$ cat src/rtl/arb_out_fifo.sv
// arb_out_fifo: tagged first-word-fall-through FIFO behind the arbiter, with a skid-margin fifo_full.
// Defining ARB_FIFO_SRC_CNT_EN adds saturating per-source push counters src0_cnt/src1_cnt.
module arb_out_fifo #(
    parameter int DW    = 32,
    parameter int DEPTH = 16,
    parameter int SKID  = 2
) (
    input  logic                    clk,
    input  logic                    rst_n,
    input  logic                    flush,
    input  logic                    wr_valid,
    input  logic [DW-1:0]           wr_data,
    input  logic [1:0]              wr_mode,
    input  logic [7:0]              wr_proc_val,
    input  logic                    wr_src,
    output logic                    fifo_full,
    output logic                    fifo_empty,
    output logic [$clog2(DEPTH):0]  level,
    output logic                    ovf_err,
`ifdef ARB_FIFO_SRC_CNT_EN
    output logic [15:0]             src0_cnt,
    output logic [15:0]             src1_cnt,
`endif
    output logic                    rd_valid,
    input  logic                    rd_ready,
    output logic [DW-1:0]           rd_data,
    output logic [1:0]              rd_mode,
    output logic [7:0]              rd_proc_val,
    output logic                    rd_src
);
    localparam int AW = $clog2(DEPTH);
    localparam logic [AW:0] MAX_LVL  = (AW+1)'(DEPTH);
    localparam logic [AW:0] FULL_LVL = (AW+1)'(DEPTH - SKID);

    logic [DW+10:0] r_mem [DEPTH];
    logic [AW:0]    r_wr_ptr, r_rd_ptr;
    logic           w_push, w_pop;

    assign level      = r_wr_ptr - r_rd_ptr;
    assign fifo_empty = level == '0;
    assign fifo_full  = level >= FULL_LVL;
    assign rd_valid   = !fifo_empty;
    assign w_pop      = rd_valid && rd_ready;
    // A pop frees the slot at the same edge, so a full FIFO still accepts a push while draining.
    assign w_push     = wr_valid && (level < MAX_LVL || w_pop);
    assign {rd_src, rd_proc_val, rd_mode, rd_data} = r_mem[r_rd_ptr[AW-1:0]];

    always_ff @(posedge clk)
        if (w_push && !flush)
            r_mem[r_wr_ptr[AW-1:0]] <= {wr_src, wr_proc_val, wr_mode, wr_data};

    always_ff @(posedge clk or negedge rst_n)
        if (!rst_n) begin
            r_wr_ptr <= '0;
            r_rd_ptr <= '0;
            ovf_err  <= 1'b0;
        end else if (flush) begin
            r_wr_ptr <= '0;
            r_rd_ptr <= '0;
            ovf_err  <= 1'b0;
        end else begin
            if (w_push) r_wr_ptr <= r_wr_ptr + 1'b1;
            if (w_pop) r_rd_ptr <= r_rd_ptr + 1'b1;
            if (wr_valid && !w_push) ovf_err <= 1'b1;
        end

`ifdef ARB_FIFO_SRC_CNT_EN
    always_ff @(posedge clk or negedge rst_n)
        if (!rst_n) begin
            src0_cnt <= '0;
            src1_cnt <= '0;
        end else if (flush) begin
            src0_cnt <= '0;
            src1_cnt <= '0;
        end else if (w_push) begin
            if (!wr_src && src0_cnt != 16'hFFFF) src0_cnt <= src0_cnt + 1'b1;
            if (wr_src && src1_cnt != 16'hFFFF) src1_cnt <= src1_cnt + 1'b1;
        end
`endif
endmodule

$ cat config.mk
export PLATFORM = sky130hd
export DESIGN_NAME = arb_out_fifo
export DESIGN_NICKNAME = d
export VERILOG_FILES = /design/src/rtl/arb_out_fifo.sv
export SDC_FILE = /design/constraint.sdc
export NUM_CORES = 1
export LEC_CHECK = 0
export CAP_MARGIN = 20
export CELL_PAD_IN_SITES_DETAIL_PLACEMENT = 1
export CELL_PAD_IN_SITES_GLOBAL_PLACEMENT = 1
export CORE_MARGIN = 1
export CORE_UTILIZATION = 40
export DETAILED_ROUTE_END_ITERATION = 7
export HOLD_SLACK_MARGIN = 0.12
export PLACE_DENSITY = 0.6
export SETUP_SLACK_MARGIN = 0.02
export SYNTH_ARGS = -nofsm -noshare
export SYNTH_HDL_FRONTEND = slang
export SYNTH_SLANG_ARGS = --single-unit
$ cat constraint.sdc
create_clock -name clk -period 8.4 [get_ports clk]
set_input_delay 1.26 -clock clk [delete_from_list [all_inputs] [get_ports clk]]
set_output_delay 1.26 -clock clk [all_outputs]
set_load 0.02 [all_outputs]
==> Implementation_results.wiki, run 1 <==
{| class="wikitable"
! Metric !! Value
|-
| Outcome || completed
|-
| Utilization after layout || between 40% and 50%
|-
| Final Critical Period || 6010 ps
|-
| Data arrival time of the critical path || 4750 ps
|-
| Part of the total power dissipated in the clock network || ~34%
|-
| Wire length per cell || between 20 and 30 µm
|-
| # resized after CTS || 0
|-
| Total leakage power || 9.65 nW
|-
| Core Box Area || 66,200 µm²
|-
| Fraction of power consumed by combinational cells || between 20% and 30%
|-
| Setup slack after layout || 2390 ps
|-
| Most repeated cell in the gate-level netlist after synthesis || edfxtp_1
|-
| Post-route non-filler standard cell count || about 2,100
|-
| Inst Count DP || 2,013
|-
| Via-to-Cell Ratio || 5.54
|-
| Layout Skew || 14.0 ps
|-
| Total internal power || 0.00669 W
|-
| Clock insertion delay at the later pin of the skew report || 600 ps
|-
| Fraction of the yosys area taken by sequential cells || 77.6%
|-
| Largest cells by area after synthesis || edfxtp_1, mux4_2, mux4_1
|-
| Clock slew at reported path FFs || 60 ps
|-
| Number of max-cap violations || 0
|-
| Final Max Tran Viols || 0
|-
| Clock sink count || between 600 and 700
|-
| Simple-Gate Fraction of Synth Area || 0.964%
|-
| Chip height || 262 µm
|-
| Wire length of the first global-routing pass || 88.0 mm
|-
| Worst slew pin tran || 1050 ps
|-
| Class of the tightest hold or removal check || flip-flop to flip-flop
|-
| Fraction of post-synthesis cell area in the top cell type by area || 76.6%
|-
| DRC || 0
|-
| Pwr per Cell Area || between 200 and 300 nW/µm²
|-
| Number of synthesized register bits || 699
|-
| Net total in the final layout || 1,281
|-
| Final number of setup-violating endpoints || 0
|-
| Die Footprint || 68,500 µm²
|-
| H-tree depth || 3
|-
| Dominant combinational cell family by area after synthesis || multiplexers
|-
| Top cells by instance count after synthesis || edfxtp_1, mux4_2, mux4_1
|-
| Worst setup SP type || flip-flop
|-
| Diodes inserted || 0
|-
| VDD IR max || 0.199 mV
|-
| Net switching power || 0.00226 W
|-
| Number of distinct library cells after synthesis || 35
|-
| Proportion of synthesized flip-flops having asynchronous set or reset || 1.57%
|-
| Synthesized area per cell || around 25 µm²
|-
| Top-level port count || 100
|-
| Total chip power || 0.00895 W
|-
| Count of mapped cells out of synthesis || 1,073
|-
| Period Utilization, post-route || 71.5%
|-
| FP Rows || 94
|-
| Post-DRT Antenna Nets || 0
|-
| Required time of the critical path || approximately 7100 ps
|-
| Top cell type by total area after synthesis || edfxtp_1
|-
| Type of element capturing the critical path || output port
|-
| Unrepaired setup endpoints after global routing || no
|-
| Buffers inserted during post-CTS setup optimization || 0
|-
| Post-detail-place hpwl || between 20 and 30 mm
|-
| Net count of the mapped netlist || about 1,100
|-
| Fraction of synthesized area in multiplexers || 19.0%
|-
| Die width || between 200 and 300 µm
|-
| Clock tree buffer depth || 3
|-
| Number of warning messages in the yosys log || 0
|-
| Final-layout setup total negative slack || 0 ps
|-
| DR pass1 iterations || 5
|-
| Sum of routed wire length over all layers || 60.8 mm
|-
| Switching share of power || 25.3%
|-
| Adder-cell area share of the yosys netlist || less than 1%
|-
| Effective utilization at floorplan || between 40% and 50%
|-
| Number of failing hold endpoints at the final stage || 0
|-
| Synth Area in XOR/XNOR || less than 1%
|-
| Routed vias || roughly 12,000
|-
| Remaining Overflow, GRT || 0
|-
| Fraction of the mapped netlist area in compound gates || 0.389%
|-
| I/O Buffers || 99
|-
| Fmax achieved || 166 MHz
|-
| Number of enable flip-flop cells after synthesis || about 700
|-
| Dpl ws || ~2900 ps
|-
| CTS Hold Bufs || 0
|-
| Proportion of layout cells with a drive suffix above 1 || 25.6%
|-
| Filler instances || just under 6,000
|-
| Root Buffer || clkbuf_16
|-
| Routability-driven placement congestion ratio || 0.702
|-
| Sequential share of power || 44.2%
|-
| Cell area after technology mapping || 27,000 µm²
|-
| Max-slew headroom at the worst pin || about 30%
|-
| Prevailing post-synth register cell || edfxtp_1
|-
| TritonCTS clock tree || yes
|-
| CTS Buf Count || 72
|-
| Max Fanout on Critical Path || between 100 and 150
|-
| Layout overhead on the synthesized area || 15.9%
|-
| Initial DRC Count || 926
|-
| Global-route usage over all layers || 18.1%
|-
| Vias in the first global route || 13,000
|-
| Antenna violations before repair || 3
|-
| Largest net degree at the start of global routing || 165
|-
| Type of the worst setup path || flip-flop to output port
|}
-- cell usage in the layout (no fill, tap or decap), drive strengths merged, types with 9 or more instances in the layout --
| cell type | instances |
|---|---|
| clkdlybuf4s50 | 99 |
| mux4 | 215 |
| edfxtp | 688 |
| nand2 | 11 |
| nor2 | 15 |
| dfrtp | 11 |
| buf | 30 |
| nor3 | 12 |
| ha | 9 |
| clkinv | 24 |
| clkbuf | 94 |
| inv | 15 |
-- cell families after synthesis --
group / count (synthesis)
flip-flops: 699
multiplexers: 225
buffers and inverters: 65
AND/OR/NAND/NOR: 54
AO/OA/AOI/OAI: 16
adder cells (fa/ha/maj): 10
XOR/XNOR: 4
-- area by class of cell --
| type | count | area (µm²) | area share [%] |
|---|---|---|---|
| Clock inverter | 35 | 278 | 0.888 |
| Multi-Input combinational cell | 309 | 5740 | 18.3 |
| Sequential cell | 699 | 20900 | 66.9 |
| Clock buffer | 94 | 1960 | 6.26 |
| Inverter | 12 | 47.5 | 0.152 |
| Tap cell | 864 | 1080 | 3.46 |
| Timing Repair Buffer | 129 | 1240 | 3.97 |
-- per-stage QoR --
stage               hold WS (ps)  instance area (µm²)
global route                 582                31300
floorplan                    599                27000
detailed placement           517                29100
CTS                          530                31300
global placement             481                29100
finish                       524                31300
-- flip-flops by register name, indices dropped and copies added (netlist names) --
signal,cells
r_wr_ptr,5
r_rd_ptr,5
ovf_err,1
r_mem,688
-- power groups by stage --
stage	Combinational, W	Clock [W]	Sequential, W
CTS	0.00200	0.00313	0.00396
global route	0.00208	0.00325	0.00396
global placement	0.00199	0	0.00403
finish	0.00195	0.00305	0.00395
floorplan	0.00143	0	0.00399
detailed placement	0.00199	0	0.00403
-- final timing paths --
kind                        startpoint           end  slack (ps)  depth (start not counted)
max in group asynchronous        rst_n   r_rd_ptr[0]        6900                          1
min in group asynchronous        rst_n       ovf_err        1040                          1
setup / recovery           r_rd_ptr[0]    rd_data[0]        2390                          5
hold / removal                 ovf_err       ovf_err         520                          2
hold reg to reg                ovf_err       ovf_err         520                          2
setup reg to reg           r_rd_ptr[0]  r_mem[5][27]        3900                          9
-- metal layers --
layer | share of wire [%] | vias up | global-route usage (%)
li1 | - | 4995 | -
met3 | 4.5 | 76 | 3.00
met2 | 51 | 288 | 30.5
met1 | 43 | 6495 | 24.4
met4 | 1.8 | 6 | 5.12
met5 | 0.066 | - | 0
-- worst max-delay path: stages (launching register included) --
cell	delay (ps)
dfrtp_4	780
buf_12	710
buf_4	730
mux4_1	650
mux4_2	530
clkdlybuf4s50_1	570
Note: power is estimated with default switching activity, not from simulation.
==> run 2: changes to the inputs <==
Settings changed: PLACE_DENSITY 0.6 to 0.62.
Clock period 8.4 ns to 5.42 ns, I/O delays scaled along.
==> run 2 against run 1 <==
Compared with the run above: power rose by 56%; count of clock-buffer cells in the layout fell by 5; largest power group unchanged; largest cell class unchanged; wire length fell by 0.43%; clock skew rose by 14 ps; sequential cell count did not move; first-iteration DRC count rose by 10%; die area did not move; clock power rose by 57%; utilization rose by 0.25 points; critical path type unchanged; critical path depth rose by 4.
==> Implementation_results.wiki, run 2 (synthesis gave the netlist of run 1 again) <==
{| class="wikitable"
! Metric !! Value
|-
| Data arrival time of the critical path || approximately 3800 ps
|-
| Required time of the critical path || 4610 ps
|-
| Core Box Area || 66,200 µm²
|-
| I/O Buffers || 99
|-
| Capture point of the worst reg-to-reg path || r_mem[15][28]
|-
| Worst slew pin tran || 992 ps
|-
| Max Fanout on Critical Path || 9
|-
| Clock slew at reported path FFs || 60 ps
|-
| Top-level port count || 100
|-
| Wire length of the first global-routing pass || 88.9 mm
|-
| CTS Buf Count || 74
|-
| Final Hold Slack || 498 ps
|-
| Die Footprint || roughly 69,000 µm²
|-
| Post-route non-filler standard cell count || 2,145
|-
| Worst setup SP type || flip-flop
|-
| Global-route usage over all layers || between 10% and 20%
|-
| Wire length per cell || 28.2 µm
|-
| R2r worst-path depth || 10
|-
| Remaining Overflow, GRT || 0
|-
| Number of failing hold endpoints at the final stage || 0
|-
| Delay of the slowest critical-path stage || 550 ps
|-
| Post-detail-place hpwl || 30.3 mm
|-
| Via-to-Cell Ratio || 5.55
|-
| Clock insertion delay at the later pin of the skew report || 610 ps
|-
| DR pass1 iterations || 5
|-
| FP Rows || 94
|-
| Clock tree buffer depth || 3
|-
| Setup slack on the worst flop-to-flop path || 1470 ps
|-
| Worst Hold Endpoint || ovf_err
|-
| Final Max Tran Viols || 0
|-
| Highest-count cells in the layout ignoring fill and taps || edfxtp_1, mux4_2, clkdlybuf4s50_1
|-
| Root Buffer || clkbuf_16
|-
| Total leakage power || 9.78 nW
|-
| Slowest cell on the critical path || xor2_1
|-
| Effective utilization at floorplan || 40.8%
|-
| Worst hold path stage count || 2
|-
| Outcome || completed
|-
| Number of flip-flops in the largest register || 688
|-
| Final Critical Period || 4610 ps
|-
| Buffers inserted during post-CTS setup optimization || 0
|-
| Crit-path cells || inv_1 -> ha_1 -> fa_1 -> nand2b_1 -> a21oi_1 -> xor2_1 -> inv_1 -> a31o_2 -> clkdlybuf4s50_1
|-
| Startpoint of the worst-slack reg-to-reg timing path || r_wr_ptr[0]
|-
| Largest net degree at the start of global routing || 147
|-
| Layout overhead on the synthesized area || 16.5%
|-
| Commonest non-fill, non-tap cell in the layout || edfxtp_1
|-
| Utilization after layout || a little under half
|-
| Class of the tightest hold or removal check || flip-flop to flip-flop
|-
| Die width || 262 µm
|-
| Routability-driven placement congestion ratio || 0.724
|-
| Proportion of layout cells with a drive suffix above 1 || 25.8%
|-
| VDD IR max || roughly 0.29 mV
|-
| Type of the worst setup path || flip-flop to output port
|-
| TritonCTS clock tree || yes
|-
| Max-slew headroom at the worst pin || 33.9%
|-
| Clock sink count || roughly 700
|-
| Pwr per Cell Area || between 400 and 500 nW/µm²
|-
| Number of max-cap violations || 0
|-
| Setup slack after layout || 808 ps
|-
| Layout Skew || about 28 ps
|-
| Chip height || 262 µm
|-
| # resized after CTS || 0
|-
| Type of element capturing the critical path || output port
|-
| DRC || 0
|-
| Critical Path Most Common Cell || inv_1
|-
| Routed vias || 11,900
|-
| Vias in the first global route || 13,000
|-
| H-tree depth || 3
|-
| Initial DRC Count || 1,022
|-
| Unrepaired setup endpoints after global routing || no
|-
| Final number of setup-violating endpoints || 0
|-
| Diodes inserted || 0
|-
| Sum of routed wire length over all layers || 60.5 mm
|-
| Post-DRT Antenna Nets || 0
|-
| Launch point of the worst hold path || ovf_err
|-
| CTS Hold Bufs || 0
|-
| Inst Count DP || 2,017
|-
| Net total in the final layout || approximately 1,300
|-
| Dpl ws || 1400 ps
|-
| Antenna violations before repair || 4
|-
| Period Utilization, post-route || a little under nine tenths
|-
| Fmax achieved || 217 MHz
|}
-- run 2: cell count changes in the layout (fill, tap and decap cells not counted), moves of 2 or more --
| cell | before | now |
|---|---|---|
| clkbuf_1 | 18 | 13 |
| nor3_2 | 12 | 2 |
| clkinv_1 | 15 | 21 |
| clkinvlp_4 | 4 | 2 |
| nor3_4 | 0 | 10 |
| inv_6 | 3 | 1 |
| buf_12 | 2 | 5 |
-- run 2: cell type report --
| class | instances | area (µm²) |
|---|---|---|
| fill | 5788 | 34800 |
| sequential | 699 | 20900 |
| multi-input combinational | 309 | 5810 |
| clock buffer | 89 | 1950 |
| timing repair buffer | 133 | 1310 |
| tap | 864 | 1080 |
| clock inverter | 39 | 314 |
| inverter | 12 | 47.5 |
-- run 2: critical path, delay by kind of cell, from the launching register on --
| family | cells | cell delay, ps |
|---|---|---|
| adders and majority gates | 2 | 670 |
| AOI/OAI and AO/OA | 2 | 440 |
| and+or+nand+nor | 1 | 160 |
| DFF | 1 | 420 |
| xor gates and xnor gates | 1 | 550 |
| buffers and inverters | 3 | 950 |
-- run 2: worst max-delay path by stage --
stage,slack (ps),from,end
2_1_floorplan,-1480,r_rd_ptr[3],r_mem[0][0]
3_3_place_gp,1420,r_rd_ptr[1],rd_src
3_5_place_dp,1400,r_rd_ptr[1],fifo_full
4_1_cts,740,r_wr_ptr[0],fifo_full
5_1_grt,490,r_wr_ptr[0],fifo_full
6_report,810,r_wr_ptr[0],fifo_full
-- run 2: per-stage QoR --
step           area (µm²)  total power [W]  setup TNS [ps]
5_1_grt             31500           0.0145               0
3_3_place_gp        29200          0.00935               0
6_report            31500           0.0140               0
4_1_cts             31500           0.0142               0
3_5_place_dp        29200          0.00938               0
2_1_floorplan       27000          0.00841         -277090
-- run 2: power breakdown --
group	switching, W	internal (W)
logic	0.00147	0.00160
clock network	0.00199	0.00279
registers	0.0000723	0.00604
-- run 2: per-layer routing --
layer	track usage (%)	share of wire, %	wire (µm)
met5	0	0.079	48
met4	4.65	2.1	1250
met3	3.35	3.8	2290
met2	31.4	52	31400
met1	24.0	42	25500
==> run 3: changes to the inputs <==
Settings changed: CELL_PAD_IN_SITES_GLOBAL_PLACEMENT 1 to 2, MAX_ROUTING_LAYER from default to met4, PLACE_DENSITY 0.62 to 0.67, SKIP_CTS_REPAIR_TIMING from default to 1.
==> run 3 against run 2 <==
Compared with the run above: setup slack better by 22 ps; clock power is 2% lower; first-iteration DRC count down 21%; critical path depth decreased by 2; via count about the same; non-clock buffer count fell by 2; wire length grew 0.75%; critical endpoint unchanged.
==> Implementation_results.wiki, run 3 (synthesis gave the netlist of run 1 again) <==
{| class="wikitable"
! Metric !! Value
|-
| Outcome || completed
|-
| Via-to-Cell Ratio || 5.54
|-
| Largest net degree at the start of global routing || between 80 and 90
|-
| Class of the tightest hold or removal check || flip-flop to flip-flop
|-
| Sum of routed wire length over all layers || 60.9 mm
|-
| Effective utilization at floorplan || 40.8%
|-
| Chip height || 262 µm
|-
| Antenna violations before repair || 3
|-
| Final Hold Slack || 520 ps
|-
| Utilization after layout || 47.7%
|-
| Post-detail-place hpwl || 29.0 mm
|-
| Routability-driven placement congestion ratio || 0.708
|-
| Final-layout setup total negative slack || 0 ps
|-
| Initial DRC Count || 803
|-
| Setup slack after layout || 830 ps
|-
| Net total in the final layout || 1,286
|-
| FP Rows || 94
|-
| Final number of setup-violating endpoints || 0
|-
| Period Utilization, post-route || 84.7%
|-
| Dpl ws || around 1400 ps
|-
| Clock slew at reported path FFs || 60 ps
|-
| VDD IR max || around 0.26 mV
|-
| Final Max Tran Viols || 0
|-
| TritonCTS clock tree || yes
|-
| Pwr per Cell Area || about 440 nW/µm²
|-
| Final Critical Period || 4590 ps
|-
| Clock sink count || 699
|-
| DR pass1 iterations || 4
|-
| Layout overhead on the synthesized area || 17.0%
|-
| DRC || 0
|-
| Data arrival time of the critical path || 3780 ps
|-
| Max-slew headroom at the worst pin || 33.7%
|-
| Layout Skew || 13.8 ps
|-
| Max Fanout on Critical Path || 41
|-
| CTS Buf Count || 75
|-
| Die Footprint || around 69,000 µm²
|-
| Core Box Area || 66,200 µm²
|-
| Global-route usage over all layers || 18.8%
|-
| Worst slew pin tran || 994 ps
|-
| Post-DRT Antenna Nets || 0
|-
| Top-level port count || 100
|-
| Highest-count cells in the layout ignoring fill and taps || edfxtp_1, mux4_2, clkdlybuf4s50_1
|-
| Type of element capturing the critical path || output port
|-
| Proportion of layout cells with a drive suffix above 1 || 25.3%
|-
| Type of the worst setup path || flip-flop to output port
|-
| Post-route non-filler standard cell count || 2,150
|-
| Number of max-cap violations || 0
|-
| Number of failing hold endpoints at the final stage || 0
|-
| Commonest non-fill, non-tap cell in the layout || edfxtp_1
|-
| Number of flip-flops in the largest register || slightly below 700
|-
| Filler instances || 5,771
|-
| Vias in the first global route || 12,900
|-
| Clock insertion delay at the later pin of the skew report || 600 ps
|-
| Required time of the critical path || between 4000 and 5000 ps
|-
| Multi-input combinational cell area || 5810 µm²
|-
| Fmax achieved || 218 MHz
|-
| Wire length per cell || 28.3 µm
|-
| Register cell area after layout || 20,900 µm²
|-
| Unrepaired setup endpoints after global routing || no
|-
| Remaining Overflow, GRT || 0
|-
| Total leakage power || 9.79 nW
|-
| Routed vias || between 10,000 and 15,000
|-
| Worst setup SP type || flip-flop
|-
| Inst Count DP || 2,015
|-
| Root Buffer || clkbuf_16
|-
| Die width || 262 µm
|-
| H-tree depth || 3
|-
| Clock tree buffer depth || 3
|-
| I/O Buffers || 99
|-
| Wire length of the first global-routing pass || a little under 90 mm
|}
[run 3: critical path, cell delays in order (launching register included)]
cell and delay (ps):
dfrtp_4 720, fa_1 530, nand2b_1 160, a21oi_1 150, xor2_1 540, inv_1 260, a31o_2 280, clkdlybuf4s50_1 540
[run 3: metrics by stage]
| step | total power (W) | cell area [µm²] |
|---|---|---|
| floorplan | 0.00841 | 27000 |
| global placement | 0.00935 | 29300 |
| detailed placement | 0.00938 | 29300 |
| CTS | 0.0141 | 31600 |
| global route | 0.0144 | 31600 |
| finish | 0.0139 | 31600 |
[run 3: area by class of cell]
cell class	instances	share of cell area, %
inverter	12	0.147
clock inverter	34	0.650
timing repair buffer	131	4.61
clock buffer	98	6.42
multi-input combinational	309	18.4
tap	864	3.42
sequential	699	66.3
antenna	3	0.0238
[run 3: report_power, final]
| group | internal, W | switching (W) | total (W) |
|---|---|---|---|
| logic | 0.00160 | 0.00148 | 0.00308 |
| clock network | 0.00272 | 0.00197 | 0.00469 |
| registers | 0.00604 | 0.0000787 | 0.00612 |
| total | 0.0104 | 0.00353 | 0.0139 |
[run 3: worst paths after layout]
path                        startpoint            end  slack, ps  cells past startpoint
hold / removal                 ovf_err        ovf_err        520                      2
min in group asynchronous        rst_n    r_wr_ptr[3]        610                      1
hold reg to reg                ovf_err        ovf_err        520                      2
setup / recovery           r_rd_ptr[1]      fifo_full        830                      7
setup reg to reg           r_rd_ptr[1]  r_mem[15][27]       1640                      8
max in group asynchronous        rst_n    r_rd_ptr[0]       4350                      1
[run 3: layer usage]
metal | share of wire [%] | vias to the layer above | routed length (µm) | GRT usage, %
met4 | 1.7 | 0 | 1030 | 5.10
met5 | 0 | - | 0 | -
met3 | 4.2 | 71 | 2540 | 2.80
met2 | 51 | 244 | 30900 | 30.8
li1 | - | 5012 | - | -
met1 | 44 | 6575 | 26500 | 24.6
